### src/rtl/anc_loop_sequencer_if.sv
// Strobe and data bundle between the ANC loop sequencer and the
// audio source, cup simulator and adaptive filter.
interface anc_loop_sequencer_if;
    logic        enable_in;
    logic        amb_valid_in;
    logic [15:0] amb_sample_in;
    logic        amb_ready_out;
    logic        sim_ready_out;
    logic [15:0] sim_ambient_out;
    logic [7:0]  sim_speaker_out;
    logic        sim_done_in;
    logic [15:0] sim_feedback_in;
    logic        filt_valid_out;
    logic [15:0] filt_feedback_out;
    logic        filt_done_in;
    logic [7:0]  filt_speaker_in;
    logic        busy_out;
    logic        timeout_out;
    logic [15:0] overrun_count_out;
    logic [31:0] pass_count_out;

    modport master (
        input  enable_in, amb_valid_in, amb_sample_in,
        input  sim_done_in, sim_feedback_in,
        input  filt_done_in, filt_speaker_in,
        output amb_ready_out, sim_ready_out,
        output sim_ambient_out, sim_speaker_out,
        output filt_valid_out, filt_feedback_out,
        output busy_out, timeout_out,
        output overrun_count_out, pass_count_out
    );

    modport slave (
        output enable_in, amb_valid_in, amb_sample_in,
        output sim_done_in, sim_feedback_in,
        output filt_done_in, filt_speaker_in,
        input  amb_ready_out, sim_ready_out,
        input  sim_ambient_out, sim_speaker_out,
        input  filt_valid_out, filt_feedback_out,
        input  busy_out, timeout_out,
        input  overrun_count_out, pass_count_out
    );
endinterface

### src/rtl/anc_loop_sequencer.sv
// Per-sample scheduler for the closed ANC loop: source -> cup sim -> filter.
// Define ANC_LOOP_STATS_EN to build the overrun and pass counters.
module anc_loop_sequencer #(
    parameter int CYCLES_PER_SAMPLE = 2268,
    parameter int TIMEOUT_CYCLES    = 512
) (
    input logic                  clk_in,
    input logic                  reset_n_in,
    anc_loop_sequencer_if.master bus
);
    localparam int TW = $clog2(CYCLES_PER_SAMPLE);
    localparam int WW = $clog2(TIMEOUT_CYCLES + 1);
    localparam logic [TW-1:0] TICK_LAST = TW'(CYCLES_PER_SAMPLE - 1);
    localparam logic [WW-1:0] WAIT_LAST = WW'(TIMEOUT_CYCLES - 1);

    typedef enum logic [2:0] {
        IDLE, FETCH, SIM_GO, SIM_WAIT, FILT_GO, FILT_WAIT
    } state_e;

    state_e        state_q, state_d;
    logic [TW-1:0] tick_q, tick_d;
    logic [WW-1:0] wait_q, wait_d;
    logic [15:0]   amb_q, amb_d;
    logic [15:0]   fb_q, fb_d;
    logic [7:0]    spk_q, spk_d;
    logic          to_q, to_d;
    logic          amb_ready_q, sim_ready_q, filt_valid_q, busy_q;
    logic          tick, pass_inc, overrun_inc;

    always_comb begin
        tick        = (tick_q == TICK_LAST);
        tick_d      = tick ? '0 : tick_q + 1'b1;
        overrun_inc = tick && (state_q != IDLE);
    end

    always_comb begin
        state_d  = state_q;
        wait_d   = wait_q;
        amb_d    = amb_q;
        fb_d     = fb_q;
        spk_d    = spk_q;
        to_d     = to_q;
        pass_inc = 1'b0;
        unique case (state_q)
            IDLE: begin
                if (tick && bus.enable_in) state_d = FETCH;
            end
            FETCH: begin
                if (bus.amb_valid_in) begin
                    amb_d   = bus.amb_sample_in;
                    state_d = SIM_GO;
                end
            end
            SIM_GO: begin
                wait_d  = '0;
                state_d = SIM_WAIT;
            end
            SIM_WAIT: begin
                // done beats an expiry landing in the same cycle
                if (bus.sim_done_in) begin
                    fb_d    = bus.sim_feedback_in;
                    state_d = FILT_GO;
                end else if (wait_q == WAIT_LAST) begin
                    to_d    = 1'b1;
                    state_d = IDLE;
                end else begin
                    wait_d = wait_q + 1'b1;
                end
            end
            FILT_GO: begin
                wait_d  = '0;
                state_d = FILT_WAIT;
            end
            FILT_WAIT: begin
                if (bus.filt_done_in) begin
                    spk_d    = bus.filt_speaker_in;
                    pass_inc = 1'b1;
                    state_d  = IDLE;
                end else if (wait_q == WAIT_LAST) begin
                    to_d    = 1'b1;
                    state_d = IDLE;
                end else begin
                    wait_d = wait_q + 1'b1;
                end
            end
            default: state_d = IDLE;
        endcase
    end

    always_ff @(posedge clk_in) begin
        if (!reset_n_in) begin
            state_q      <= IDLE;
            tick_q       <= '0;
            wait_q       <= '0;
            amb_q        <= '0;
            fb_q         <= '0;
            spk_q        <= '0;
            to_q         <= 1'b0;
            amb_ready_q  <= 1'b0;
            sim_ready_q  <= 1'b0;
            filt_valid_q <= 1'b0;
            busy_q       <= 1'b0;
        end else begin
            state_q      <= state_d;
            tick_q       <= tick_d;
            wait_q       <= wait_d;
            amb_q        <= amb_d;
            fb_q         <= fb_d;
            spk_q        <= spk_d;
            to_q         <= to_d;
            amb_ready_q  <= (state_d == FETCH);
            sim_ready_q  <= (state_d == SIM_GO);
            filt_valid_q <= (state_d == FILT_GO);
            busy_q       <= (state_d != IDLE);
        end
    end

    assign bus.amb_ready_out     = amb_ready_q;
    assign bus.sim_ready_out     = sim_ready_q;
    assign bus.sim_ambient_out   = amb_q;
    assign bus.sim_speaker_out   = spk_q;
    assign bus.filt_valid_out    = filt_valid_q;
    assign bus.filt_feedback_out = fb_q;
    assign bus.busy_out          = busy_q;
    assign bus.timeout_out       = to_q;

`ifdef ANC_LOOP_STATS_EN
    logic [15:0] ovr_q, ovr_d;
    logic [31:0] pass_q, pass_d;

    always_comb begin
        ovr_d  = ovr_q;
        pass_d = pass_q;
        if (overrun_inc && (ovr_q != 16'hFFFF)) ovr_d = ovr_q + 1'b1;
        if (pass_inc) pass_d = pass_q + 1'b1;
    end

    always_ff @(posedge clk_in) begin
        if (!reset_n_in) begin
            ovr_q  <= '0;
            pass_q <= '0;
        end else begin
            ovr_q  <= ovr_d;
            pass_q <= pass_d;
        end
    end

    assign bus.overrun_count_out = ovr_q;
    assign bus.pass_count_out    = pass_q;
`else
    logic unused_stats;
    assign unused_stats          = overrun_inc ^ pass_inc;
    assign bus.overrun_count_out = '0;
    assign bus.pass_count_out    = '0;
`endif
endmodule
### src/flat_wrapper.sv
// flat-port wrapper written by rule: the top's interface ports become plain ports
module anc_loop_sequencer_flat 
#(
    parameter int CYCLES_PER_SAMPLE = 2268,
    parameter int TIMEOUT_CYCLES    = 512
)
  (clk_in, reset_n_in, bus_enable_in, bus_amb_valid_in, bus_amb_sample_in, bus_sim_done_in, bus_sim_feedback_in, bus_filt_done_in, bus_filt_speaker_in, bus_amb_ready_out, bus_sim_ready_out, bus_sim_ambient_out, bus_sim_speaker_out, bus_filt_valid_out, bus_filt_feedback_out, bus_busy_out, bus_timeout_out, bus_overrun_count_out, bus_pass_count_out);
  anc_loop_sequencer_if bus_i ();
  input logic clk_in;
  input logic reset_n_in;
  input wire logic [$bits(bus_i.enable_in)-1:0] bus_enable_in;
  input wire logic [$bits(bus_i.amb_valid_in)-1:0] bus_amb_valid_in;
  input wire logic [$bits(bus_i.amb_sample_in)-1:0] bus_amb_sample_in;
  input wire logic [$bits(bus_i.sim_done_in)-1:0] bus_sim_done_in;
  input wire logic [$bits(bus_i.sim_feedback_in)-1:0] bus_sim_feedback_in;
  input wire logic [$bits(bus_i.filt_done_in)-1:0] bus_filt_done_in;
  input wire logic [$bits(bus_i.filt_speaker_in)-1:0] bus_filt_speaker_in;
  output wire logic [$bits(bus_i.amb_ready_out)-1:0] bus_amb_ready_out;
  output wire logic [$bits(bus_i.sim_ready_out)-1:0] bus_sim_ready_out;
  output wire logic [$bits(bus_i.sim_ambient_out)-1:0] bus_sim_ambient_out;
  output wire logic [$bits(bus_i.sim_speaker_out)-1:0] bus_sim_speaker_out;
  output wire logic [$bits(bus_i.filt_valid_out)-1:0] bus_filt_valid_out;
  output wire logic [$bits(bus_i.filt_feedback_out)-1:0] bus_filt_feedback_out;
  output wire logic [$bits(bus_i.busy_out)-1:0] bus_busy_out;
  output wire logic [$bits(bus_i.timeout_out)-1:0] bus_timeout_out;
  output wire logic [$bits(bus_i.overrun_count_out)-1:0] bus_overrun_count_out;
  output wire logic [$bits(bus_i.pass_count_out)-1:0] bus_pass_count_out;
  assign bus_i.enable_in = bus_enable_in;
  assign bus_i.amb_valid_in = bus_amb_valid_in;
  assign bus_i.amb_sample_in = bus_amb_sample_in;
  assign bus_i.sim_done_in = bus_sim_done_in;
  assign bus_i.sim_feedback_in = bus_sim_feedback_in;
  assign bus_i.filt_done_in = bus_filt_done_in;
  assign bus_i.filt_speaker_in = bus_filt_speaker_in;
  assign bus_amb_ready_out = bus_i.amb_ready_out;
  assign bus_sim_ready_out = bus_i.sim_ready_out;
  assign bus_sim_ambient_out = bus_i.sim_ambient_out;
  assign bus_sim_speaker_out = bus_i.sim_speaker_out;
  assign bus_filt_valid_out = bus_i.filt_valid_out;
  assign bus_filt_feedback_out = bus_i.filt_feedback_out;
  assign bus_busy_out = bus_i.busy_out;
  assign bus_timeout_out = bus_i.timeout_out;
  assign bus_overrun_count_out = bus_i.overrun_count_out;
  assign bus_pass_count_out = bus_i.pass_count_out;
  anc_loop_sequencer #(.CYCLES_PER_SAMPLE(CYCLES_PER_SAMPLE), .TIMEOUT_CYCLES(TIMEOUT_CYCLES)) u_core (.clk_in(clk_in), .reset_n_in(reset_n_in), .bus(bus_i));
endmodule
### config.mk
export PLATFORM = sky130hd
export DESIGN_NAME = anc_loop_sequencer_flat
export DESIGN_NICKNAME = d
export VERILOG_FILES = /design/src/rtl/anc_loop_sequencer_if.sv /design/src/rtl/anc_loop_sequencer.sv /design/src/flat_wrapper.sv
export SDC_FILE = /design/constraint.sdc
export NUM_CORES = 1
export LEC_CHECK = 0
export ABC_AREA = 1
export CAP_MARGIN = 40
export CORE_MARGIN = 5
export CORE_UTILIZATION = 41
export CTS_BUF_LIST = sky130_fd_sc_hd__clkbuf_16
export CTS_CLUSTER_SIZE = 8
export DETAILED_ROUTE_END_ITERATION = 8
export GPL_TIMING_DRIVEN = 0
export PLACE_DENSITY = 0.82
export SLEW_MARGIN = 10
export SYNTH_ARGS = -nofsm -noshare
export SYNTH_HDL_FRONTEND = slang
export SYNTH_SLANG_ARGS = --single-unit
### constraint.sdc
create_clock -name clk_in -period 3.1 [get_ports clk_in]
set_input_delay 0.465 -clock clk_in [delete_from_list [all_inputs] [get_ports clk_in]]
set_output_delay 0.465 -clock clk_in [all_outputs]
set_load 0.01 [all_outputs]
==> impl_metrics.csv <==
group,metric,value,unit
outcome,status,"finished, final reports clean",
synthesis,ys_ff_latch,70,
placement,placed_cells,671,
worst_setup_path,path_cells,"clkdlybuf4s50_1",
synthesis,synth_top_area_share,42.3,%
worst_setup_path,path_class,"reg2out",
worst_setup_path,reg2reg_to,"u_core.bus.busy_out",
clocking,clkTransAtPathRegs,0.05,ns
finish,drive_gt1_share,15.6,%
drt,viasPerCell,4.59,
power,switching_power,0.425,mW
synthesis,async_reset_ff_share,0,%
synthesis,syn_avg_cell_area,7.65,um^2
synthesis,synth.largest_area_cell,"dfxtp_1",
synthesis,syn_inst,433,
finish,final_area,4790,um^2
die,rows,32,
clocking,h-tree-depth,3,
clocking,cts-buffers-inserted,9,
synthesis,synth_top_cells_by_count,"dfxtp_1, nor2_1, nand2_1, buf_4, nand3_1",
worst_setup_path,endpoint,"bus_sim_ambient_out[2]",
die,dieArea,9980,um^2
worst_setup_path,cp.depth,1,
worst_setup_path,setup.worst_path.start,"u_core.bus.sim_ambient_out[2]",
placement,io_buffers,89,
worst_setup_path,critPathLaunchType,"register",
drt,drt-pass1-iter-count,4,
clocking,clockRootBuffer,"clkbuf_16",
global_route,grt_max_degree,12,
synthesis,ys_types,33,
clocking,cts.path.max_buffers,2,
power,combPwrFrac,8.0,%
finish,multi_input_area,1490,um^2
worst_setup_path,cp_slowest_cell,"clkdlybuf4s50_1",
worst_setup_path,worst-endpoint-required,2.63,ns
die,coreArea,7810,um^2
worst_setup_path,endpoint_kind,"output pin",
finish,antennaDiodeCount,0,
power,internal_power,1.61,mW
finish,area_growth_syn_to_layout,44.5,%
drt,route.detailed.drc,0,
synthesis,synth_ff_type,"dfxtp_1",
drt,vias,3149,
clocking,cts_hold_buf,0,
drt,post_drt_wl_per_cell,11.9,um
power,p_leak,2.05,nW
worst_setup_path,critPathTopFamily,"buffers and inverters",
power,peakVddDrop,0.000296,V
power,p_seq_share,44.6,%
die,initial_core_util,42.5,%
placement,finalWeightedCongestion,0.808,
synthesis,ys_warn_count,0,
run,drv_cap,0,
finish,seq_area,1400,um^2
worst_setup_path,r2r_cells,8,
drt,wl,8140,um
power,powerDensity,424,nW/um^2
sta,setup-violations-final,0,
placement,dp_hpwl,6370,um
die,dieWidth,99.9,um
sta,fin_skew,0.00438,ns
die,num_io_pins,139,
worst_setup_path,worstPathArrival,1.24,ns
global_route,overflow,0,
synthesis,synth-seq-area-share,42.3,%
sta,fmaxAchievable,0.586,GHz
finish,n_fill_cell,668,
die,die_h,99.9,um
synthesis,synth_edf_count,0,
clocking,post-cts-setup-buffers,0,
sta,finalCritPeriodShare,55.0,%
worst_setup_path,critPathMaxStageDelay,0.57,ns
clocking,clock_sinks,70,
sta,tns,0,ns
global_route,grt_pass1_wl,13100,um
worst_setup_path,reg2reg_setup_slack,1.42,ns
placement,placed_area,4510,um^2
drt,postRouteAntennaNets,0,
worst_setup_path,cp_max_fo,2,
power,p_sw_share,20.9,%
min_path,hold_path_class,"reg2reg",
synthesis,ys_top_cells_by_area,"dfxtp_1, buf_4, nor2_1",
sta,fin_crit,1.71,ns
sta,finalMaxSlewViolations,0,
finish,stdcell_count,686,
global_route,grt_pass1_vias,2945,
clocking,clock_latency,0.32,ns
worst_setup_path,r2r_start,"u_core.wait_q[0]",
finish,nets,628,
synthesis,syn_area,3310,um^2
worst_setup_path,path_buf_inv,1,
drt,drt_first_iter_violations,159,
global_route,antenna_found_initial,0,
sta,rsz0062_at_grt,"no",
clocking,cts_tree,"yes",
global_route,grt_usage,16.2,%
clocking,cts_resized,0,
synthesis,synth_most_common_cell,"dfxtp_1",
sta,final-hold-violation-count,0,
power,power_frac_clock,47.4,%
registers in the layout, summed over array words and instances (netlist names):
name and count:
u_core.bus.timeout_out 1, u_core.wait_q 10, u_core.state_q 3, u_core.tick_q 12, u_core.bus.filt_valid_out 1, u_core.bus.sim_ambient_out 16
u_core.bus.filt_feedback_out 16, u_core.bus.sim_speaker_out 8, u_core.bus.amb_ready_out 1, u_core.bus.sim_ready_out 1, u_core.bus.busy_out 1
power by group through the flow:
stage	logic [mW]	clock network [mW]	registers, mW
4_1_cts	0.160	0.985	0.906
2_1_floorplan	0.0955	0	0.924
6_report	0.163	0.964	0.906
3_5_place_dp	0.159	0	0.925
3_3_place_gp	0.158	0	0.925
5_1_grt	0.177	1.03	0.906
kinds of logic after synthesis:
family / count (synthesis) / share of synthesized area [%]
simple gates: 187 / 27.5
fa+ha+maj: 2 / 0.755
flops: 70 / 42.3
xor+xnor: 4 / 1.06
other cells: 1 / 0.113
buf+inv: 103 / 18.1
compound gates: 66 / 10.2
cell usage in the layout, fill, tap and decap left out, drive strengths merged, types with 2 or more instances in the layout:
master,instances
nor2,65
a21oi,37
nor3,8
clkinv,3
dfxtp,70
nand2,61
nand3,41
conb,48
ha,2
inv,43
or2,2
xor2,4
nand4,9
clkdlybuf4s50,89
clkbuf,15
o21ai,27
buf,55
per-stage QoR:
stage	hold slack (ns)	utilization (%)	total power, mW	setup slack [ns]
global placement	0.429	57.8	1.08	1.16
detailed placement	0.439	57.8	1.08	1.12
global route	0.472	61.3	2.11	1.27
CTS	0.450	61.3	2.05	1.38
finish	0.447	61.3	2.03	1.39
floorplan	0.418	-	1.02	1.69
final cells by class:
class                      count  share of cell area (%)
clock inverter                 6                    1.15
timing repair buffer          89                    18.6
sequential                    70                    29.3
multi-input combinational    307                    31.1
inverter                      42                    3.40
clock buffer                   9                    4.70
tap                          102                    2.66
buffer                        61                    9.12
worst min-delay path, cell delays in order, from the launching register on:
cell	delay (ns)
dfxtp_1	0.31
inv_1	0.05
a21oi_1	0.05
layer usage:
layer / routed length [um] / GRT usage (%)
met5: 0 / 0
met4: 224 / 7.98
met3: 863 / 6.95
met2: 3910 / 27.2
met1: 3140 / 17.6
how the worst min path moves through the flow:
| stage | cells past startpoint | start | slack [ns] | to |
|---|---|---|---|---|
| after global placement | 1 | u_core.tick_q[0] | 0.43 | u_core.tick_q[0] |
| after CTS | 2 | u_core.bus.sim_speaker_out[3] | 0.45 | u_core.bus.sim_speaker_out[3] |
| final | 2 | u_core.bus.sim_speaker_out[2] | 0.45 | u_core.bus.sim_speaker_out[2] |
| after detailed placement | 2 | u_core.bus.sim_speaker_out[3] | 0.44 | u_core.bus.sim_speaker_out[3] |
| after global routing | 2 | u_core.bus.sim_speaker_out[5] | 0.47 | u_core.bus.sim_speaker_out[5] |
| after floorplan | 1 | u_core.tick_q[0] | 0.42 | u_core.tick_q[0] |
No activity file was read; power rests on OpenSTA's default activity.
